$ cat src/rtl/path_delay_meter.sv
`default_nettype none
// ----------------------------------------------------------------------------
// path_delay_meter: launch/capture delay meter around one inverter path.
// Optional min/max outputs when PATH_DELAY_MINMAX_EN is defined.
// Revision: 1.0
// ----------------------------------------------------------------------------
module path_delay_meter #(
    parameter int CNT_W         = 12,
    parameter int TRIALS_LOG2   = 3,
    parameter int SYNC_STAGES   = 2,
    parameter int TIMEOUT       = 1000,
    parameter int SETTLE_CYCLES = 4,
    parameter int INVERTING     = 0
) (
    input  logic                         clk,
    input  logic                         resetN,
    input  logic                         start,
    output logic                         pathInput,
    input  logic                         pathResult,
    output logic                         busy,
    output logic [CNT_W+TRIALS_LOG2-1:0] delaySum,
    output logic [CNT_W-1:0]             delayAvg,
    output logic                         timeoutFlag,
    output logic                         resultValid,
    input  logic                         resultReady
`ifdef PATH_DELAY_MINMAX_EN
    ,
    output logic [CNT_W-1:0]             delayMin,
    output logic [CNT_W-1:0]             delayMax
`endif
);

    localparam int                     SUM_W       = CNT_W + TRIALS_LOG2;
    localparam logic [CNT_W-1:0]       TIMEOUT_C   = CNT_W'(TIMEOUT);
    localparam logic [CNT_W-1:0]       SETTLE_LAST = CNT_W'(SETTLE_CYCLES - 1);
    localparam logic                   INV_C       = (INVERTING != 0);
    localparam logic [TRIALS_LOG2-1:0] TRIAL_LAST  = '1;

    typedef enum logic [2:0] {
        S_IDLE   = 3'd0,
        S_LAUNCH = 3'd1,
        S_WAIT   = 3'd2,
        S_SETTLE = 3'd3,
        S_DONE   = 3'd4
    } state_t;

    state_t                   state_q, state_d;
    logic                     path_in_q, path_in_d;
    logic [SYNC_STAGES-1:0]   sync_q, sync_d;
    logic [CNT_W-1:0]         cnt_q, cnt_d;
    logic [TRIALS_LOG2-1:0]   trial_q, trial_d;
    logic [SUM_W-1:0]         acc_q, acc_d;
    logic [SUM_W-1:0]         sum_q, sum_d;
    logic [CNT_W-1:0]         avg_q, avg_d;
    logic                     timeout_q, timeout_d;
    logic                     match;
`ifdef PATH_DELAY_MINMAX_EN
    logic [CNT_W-1:0]         min_q, min_d, max_q, max_d;
    logic [CNT_W-1:0]         dmin_q, dmin_d, dmax_q, dmax_d;
`endif

    // The expected level follows the already-toggled drive, corrected for path parity.
    assign match = (sync_q[SYNC_STAGES-1] == (path_in_q ^ INV_C));

    always_comb begin
        state_d   = state_q;
        path_in_d = path_in_q;
        sync_d    = {sync_q[SYNC_STAGES-2:0], pathResult};
        cnt_d     = cnt_q;
        trial_d   = trial_q;
        acc_d     = acc_q;
        sum_d     = sum_q;
        avg_d     = avg_q;
        timeout_d = timeout_q;
`ifdef PATH_DELAY_MINMAX_EN
        min_d     = min_q;
        max_d     = max_q;
        dmin_d    = dmin_q;
        dmax_d    = dmax_q;
`endif
        case (state_q)
            S_IDLE: begin
                if (start) begin
                    acc_d     = '0;
                    trial_d   = '0;
                    timeout_d = 1'b0;
`ifdef PATH_DELAY_MINMAX_EN
                    min_d     = '1;
                    max_d     = '0;
`endif
                    state_d   = S_LAUNCH;
                end
            end
            S_LAUNCH: begin
                path_in_d = ~path_in_q;
                cnt_d     = '0;
                state_d   = S_WAIT;
            end
            S_WAIT: begin
                if (match) begin
                    acc_d   = acc_q + SUM_W'(cnt_q);
`ifdef PATH_DELAY_MINMAX_EN
                    if (cnt_q < min_q) min_d = cnt_q;
                    if (cnt_q > max_q) max_d = cnt_q;
`endif
                    cnt_d   = '0;
                    state_d = S_SETTLE;
                end else if (cnt_q == TIMEOUT_C) begin
                    timeout_d = 1'b1;
                    sum_d     = '1;
                    avg_d     = '1;
`ifdef PATH_DELAY_MINMAX_EN
                    dmin_d    = '1;
                    dmax_d    = '1;
`endif
                    state_d   = S_DONE;
                end else begin
                    cnt_d = cnt_q + CNT_W'(1);
                end
            end
            S_SETTLE: begin
                if (cnt_q == SETTLE_LAST) begin
                    cnt_d = '0;
                    if (trial_q == TRIAL_LAST) begin
                        sum_d   = acc_q;
                        avg_d   = acc_q[SUM_W-1:TRIALS_LOG2];
`ifdef PATH_DELAY_MINMAX_EN
                        dmin_d  = min_q;
                        dmax_d  = max_q;
`endif
                        state_d = S_DONE;
                    end else begin
                        trial_d = trial_q + TRIALS_LOG2'(1);
                        state_d = S_LAUNCH;
                    end
                end else begin
                    cnt_d = cnt_q + CNT_W'(1);
                end
            end
            S_DONE: begin
                if (resultReady) state_d = S_IDLE;
            end
            default: state_d = S_IDLE;
        endcase
    end

    always_ff @(posedge clk or negedge resetN) begin
        if (!resetN) begin
            state_q   <= S_IDLE;
            path_in_q <= 1'b0;
            sync_q    <= '0;
            cnt_q     <= '0;
            trial_q   <= '0;
            acc_q     <= '0;
            sum_q     <= '0;
            avg_q     <= '0;
            timeout_q <= 1'b0;
`ifdef PATH_DELAY_MINMAX_EN
            min_q     <= '1;
            max_q     <= '0;
            dmin_q    <= '0;
            dmax_q    <= '0;
`endif
        end else begin
            state_q   <= state_d;
            path_in_q <= path_in_d;
            sync_q    <= sync_d;
            cnt_q     <= cnt_d;
            trial_q   <= trial_d;
            acc_q     <= acc_d;
            sum_q     <= sum_d;
            avg_q     <= avg_d;
            timeout_q <= timeout_d;
`ifdef PATH_DELAY_MINMAX_EN
            min_q     <= min_d;
            max_q     <= max_d;
            dmin_q    <= dmin_d;
            dmax_q    <= dmax_d;
`endif
        end
    end

    assign pathInput   = path_in_q;
    assign busy        = (state_q != S_IDLE);
    assign resultValid = (state_q == S_DONE);
    assign delaySum    = sum_q;
    assign delayAvg    = avg_q;
    assign timeoutFlag = timeout_q;
`ifdef PATH_DELAY_MINMAX_EN
    assign delayMin    = dmin_q;
    assign delayMax    = dmax_q;
`endif

endmodule
`default_nettype wire

$ cat config.mk
export PLATFORM = sky130hd
export DESIGN_NAME = path_delay_meter
export DESIGN_NICKNAME = d
export VERILOG_FILES = /design/src/rtl/path_delay_meter.sv
export SDC_FILE = /design/constraint.sdc
export NUM_CORES = 1
export LEC_CHECK = 0
export BUFFER_PORTS_ARGS = -buffer_cell sky130_fd_sc_hd__buf_2
export CAP_MARGIN = 10
export CORE_MARGIN = 8
export CORE_UTILIZATION = 40
export CTS_BUF_LIST = sky130_fd_sc_hd__clkbuf_8
export DETAILED_ROUTE_END_ITERATION = 10
export PLACE_DENSITY_LB_ADDON = 0.2
export SYNTH_ARGS = -nofsm -noshare
export SYNTH_HDL_FRONTEND = slang
export SYNTH_SLANG_ARGS = --single-unit
$ cat constraint.sdc
create_clock -name clk -period 2.3 [get_ports clk]
set_input_delay 0 -clock clk [delete_from_list [all_inputs] [get_ports clk]]
set_output_delay 0 -clock clk [all_outputs]
set_load 0.005 [all_outputs]
After elaboration in Yosys (flattened, before gate mapping)

Cells that the tools add are included.
Widths: inputs -> output; s select.

Register bits after elaboration: 64
Word-level logic and storage cells: 75
Output and inout bits: 31

Mux-type cells: 32
Equal/unequal tests: 18
Reduce and logical (&&, ||, !) cells: 12
Add/subtract/negate cells: 3
Bitwise logic cells: 1

Operators with widths:

| cell                  | count |
|---|---|
| $mux 15               | 6 |
| $mux 12               | 7 |
| $pmux 15 s2           | 2 |
| $pmux 12 s3           | 1 |
| $mux 3                | 9 |
| $pmux 12 s2           | 1 |
| $add 15x12->15        | 1 |
| $pmux 3 s5            | 1 |
| $ne 2x2->1 const B    | 7 |
| $add 12x1->12 const B | 1 |
| $eq 12x10->1 const B  | 1 |
| $eq 12x2->1 const B   | 1 |
| $reduce_and 4->1      | 3 |
| $eq 3x2->1 const B    | 2 |
| $eq 3x3->1 const B    | 2 |
| $ne 3x3->1 const B    | 2 |
| $pmux 3 s2            | 1 |
| $reduce_bool 2->1     | 3 |
| $reduce_bool 3->1     | 2 |
| $reduce_and 5->1      | 1 |
| $add 3x1->3 const B   | 1 |
| $eq 3x1->1 const B    | 1 |
| $logic_not 3->1       | 1 |
| $mux 1                | 3 |
| 6 further kinds       | 6 |

Logic depth before layout (Yosys ltp)

Depth after elaboration: 4
Mapped depth: 8

Worst setup path before layout

OpenSTA, ideal clock, no wires.

Path type: flip-flop to flip-flop
Start point: reg cnt_q[0]
End point: reg acc_q[10]
Arrival time: 2109 ps
Slack: 70 ps
Period minus slack after synthesis: 2230 ps
Buffers on the path: 0
Data required time: 2179 ps
Stages on the path, launching flop included: 9
Setup time: 121 ps
Path through: dfrtp_1 -> ha_1 -> fa_1 -> a21o_1 -> a221oi_1 -> nand3b_1 -> o21ai_0 -> xor2_1 -> a22o_1

Cells in the longest elaborated chain, start to end: 3

RTL lines:

| what                   | line | source |
|---|---|---|
| from (decl)            | 50   | `logic [CNT_W-1:0] cnt_q, cnt_d;` |
| from (signal assigned) | 168  | `cnt_q <= cnt_d;` |
| $add 15x12->15         | 101  | `acc_d = acc_q + SUM_W'(cnt_q);` |
| $mux 15                | 100  | `if (match) begin` |
| $pmux 15 s2            | 81   | `case (state_q)` |
| to (signal assigned)   | 154  | `acc_q <= '0;` |
| to (signal assigned)   | 170  | `acc_q <= acc_d;` |
| to (decl)              | 52   | `logic [SUM_W-1:0] acc_q, acc_d;` |

No other way between the ends. The select of a mux whose other input is x is not followed.
A chain may end at the register's enable or synchronous reset.

Final worst setup path

Start point: reg acc_q[3]
End point: reg acc_q[14]

Cells in the longest elaborated chain, start to end: 3

RTL lines:

| what           | line |
|---|---|
| $add 15x12->15 | 101 |
| $mux 15        | 100 |
| $pmux 15 s2    | 81 |

No other way between the ends. The select of a mux whose other input is x is not followed.

==> key figures <==
Timing
  – Final period util: 97.1%
  – Worst slew margin: 35.4%
  – Fin worst setup slack: 65.7 ps
  – Slew @ Worst Pin: 967 ps
  – Clock skew: 4.24 ps
  – Final setup fails: 0
  – Final Hold Viols: 0
  – Post-route minimum period: 2230 ps
  – Maximum clock frequency: 448 MHz
  – Max Slew Vio Count: 0
  – Setup repair after global routing missed its margin: yes
  – Total negative slack: 0 ps

Critical path
  – CP Max Fanout: 5
  – Crit path DAT: 2470 ps
  – Critical path required time: 2530 ps
  – Crit start category: flop
  – Worst Setup Path Type: reg2reg
  – Worst setup EP type: flop
  – Critical-path cell with the highest stage delay: dfrtp_1
  – R2r worst-path depth: 7
  – CP Cell Sequence: ha_1 -> and3_1 -> a221oi_2 -> nand3b_1 -> o31a_1 -> or3_1 -> a21boi_1
  – Critical path's largest stage delay: 420 ps

GRT
  – First-pass GRT wire length: 10,900 um
  – Met1 GRT Util: 18.8%
  – Met3 usage: 2.86%
  – Gr usage total: 13.0%
  – Vias in the first global route: 2,226
  – Met2 Resource Use GR: 19.5%
  – GRT overflow: 0
  – Initial antenna violation count: 0
  – Pin count of the biggest net entering global routing: 29
  – Grt peak-use layer: met2

Pwr
  – Sequential power share: 37.3%
  – Power per Cell Area: 832 nW/um^2
  – Clock Power Share: 21.3%
  – Comb power frac: 41.4%
  – Net Sw Frac: 36.7%
  – Net switching power: 1090 uW
  – Maximum vdd drop: 0.569 mV
  – Int Pwr: 1880 uW
  – Static Leakage: 0.00156 uW

Routing
  – DRT iter0 DRCs: 112
  – DRC: 0
  – DRT antenna net count: 0
  – Pre-antenna DRT Iters: 4
  – Drt total wl: 6560 um
  – Vias per inst: 5.36
  – Wire per inst: 15.2 um
  – Vias: 2,303

Synthesis
  – Area contributors post-synth: dfrtp_1 44%, ha_1 6.8%, o21ai_0 4.1%
  – Net Count, Synth: 302
  – Mapped Avg Cell Area: 10.6 sq um
  – Synth Instances: 280
  – Post-synth top area cell: dfrtp_1
  – Synth warn: 0
  – Share of Yosys cell area claimed by the top area cell type: 44.0%
  – Cell Area, Synth: 2960 sq um
  – Most used DFF post-synth: dfrtp_1
  – Flops & latches, synth: 52
  – Synth unique cells: 56
  – Async SR Flop Fraction: 100%
  – Number of synthesized flops with an enable pin: 0
  – Register area share after synthesis: 44.0%

Die
  – I/O pin cnt: 36
  – Die area: 10,400 sq um
  – Die width: 102 um
  – Core area: 7210 sq um
  – Die H: 102 um
  – Initial core utilization: 41.0%
  – Site row count: 31

Clock tree
  – Sinks on Clock Net: 52
  – Root Driver: clkbuf_8
  – Worst-Skew Late Latency: 300 ps
  – Num CTS Buffers: 5
  – CTS clk-pin slew, worst paths: 100 ps
  – CTS tree: yes
  – Clock Tree Buf Depth: 2
  – H-tree depth: 2

Final layout
  – Nets: 352
  – Multi-input gate area: 1550 sq um
  – Share of layout cells above drive strength 1: 32.0%
  – Area grow syn2layout: 20.4%
  – Register area: 1300 sq um
  – FILL cells: 673
  – Final Non-Filler Cells: 430
  – Cell area after layout: 3560 sq um
  – Antenna diode instance count: 0
  – Commonest non-fill, non-tap cells in the layout: 50 x dfrtp_1, 35 x buf_2, 24 x o21ai_0, 22 x buf_4
  – Most common cell after layout, fill and taps aside: dfrtp_1

Placed design
  – Hpwl dp: 4840 um
  – Input/output buffers: 35
  – Placer congestion estimate: 0.845
  – Instance area at placement: 3310 sq um
  – Setup WS pre-CTS: 15.6 ps
  – Placed cell count: 414

Flow run
  – Max Cap Viol: 0

Min path
  – Hold WC Path Type: in2async

Status
  – Outcome: completed
-- worst max-delay path: cells and delay by family, from the launching register on --
kind / cells / cell delay (ps)
fa+ha+maj: 1 / 390
simple gates: 3 / 780
compound gates: 3 / 580
flops: 1 / 420
-- cells in the mapped netlist (all sizes together), types with 2 or more instances --
cell type and count:
o21ai 30, o22a 16, a21o 3, nand2b 2, xnor2 7, ha 16, or4 2, nor2 16
nand2 14, a21oi 10, buf 21, o41ai 2, and2 3, inv 8, or3 6, o31ai 5
and3 4, or2 4, or4b 2, o21a 2, nor2b 5, a32o 2, dfrtp 52, nand4 6
a211oi 3, a22o 11, xor2 5, nand3 7
-- cell type report --
type,count,area share (%)
clock inverters,3,1.19
clock buffers,5,1.93
well taps,99,3.47
repair buffers,64,12.6
flip-flops and latches,52,36.6
multi-input cells,199,43.3
inverters,8,0.842
-- final timing paths --
| kind | from | endpoint | slack (ps) |
|---|---|---|---|
| worst max-delay path | acc_q[3] | acc_q[14] | 70 |
| worst min-delay path | resetN | delaySum[13] | 260 |
| worst max register to register | acc_q[3] | acc_q[14] | 70 |
| worst min register to register | sync_q[0] | sync_q[1] | 360 |
| max in group asynchronous | resetN | cnt_q[2] | 1460 |
| min in group clk | pathResult | sync_q[0] | 330 |
-- sequential cells by signal, summed over array words and instances, names as in the netlist --
register,count
acc_q,15
delaySum,15
cnt_q,12
state_q,3
trial_q,3
sync_q,2
pathInput,1
timeoutFlag,1
-- kinds of logic (layout without fill, tap and decap cells) --
group,Yosys count,after routing,synth area share (%)
xor+xnor,12,12,3.80
compound gates,91,91,22.4
mux,1,1,0.380
simple gates,78,78,15.8
buf+inv,29,80,6.21
flops,52,52,44.0
fa+ha+maj,17,17,7.44
-- power groups by stage --
stage	Combinational [uW]	Clock [uW]	Sequential, uW
final	1230	632	1100
after floorplan	753	0	1090
after CTS	1170	664	1100
after global routing	1370	695	1120
after global placement	1150	0	1120
after detailed placement	1160	0	1120
-- stage by stage --
stage | hold WS [ps] | utilization, % | power [uW]
finish | 264 | 49.4 | 2960
global placement | 65.0 | 45.9 | 2270
CTS | 265 | 48.0 | 2940
global route | 323 | 49.4 | 3180
detailed placement | 62.6 | 45.9 | 2280
floorplan | -296 | - | 1850
-- routing by layer --
layer	up-vias	share of wire, %
met2	46	45
met4	0	0.58
li1	1135	-
met1	1117	49
met3	5	5.1
met5	-	0
-- timing repair --
action                                  in CTS  in global routing
hold buffers                                 3                  0
resized for setup                            1                 12
endpoints found under the setup margin       2                 12
buffers inserted                             0                  5
pin swaps                                    0                  8
hold endpoints to repair                    29                  0
(Power assumes the default switching activity.)
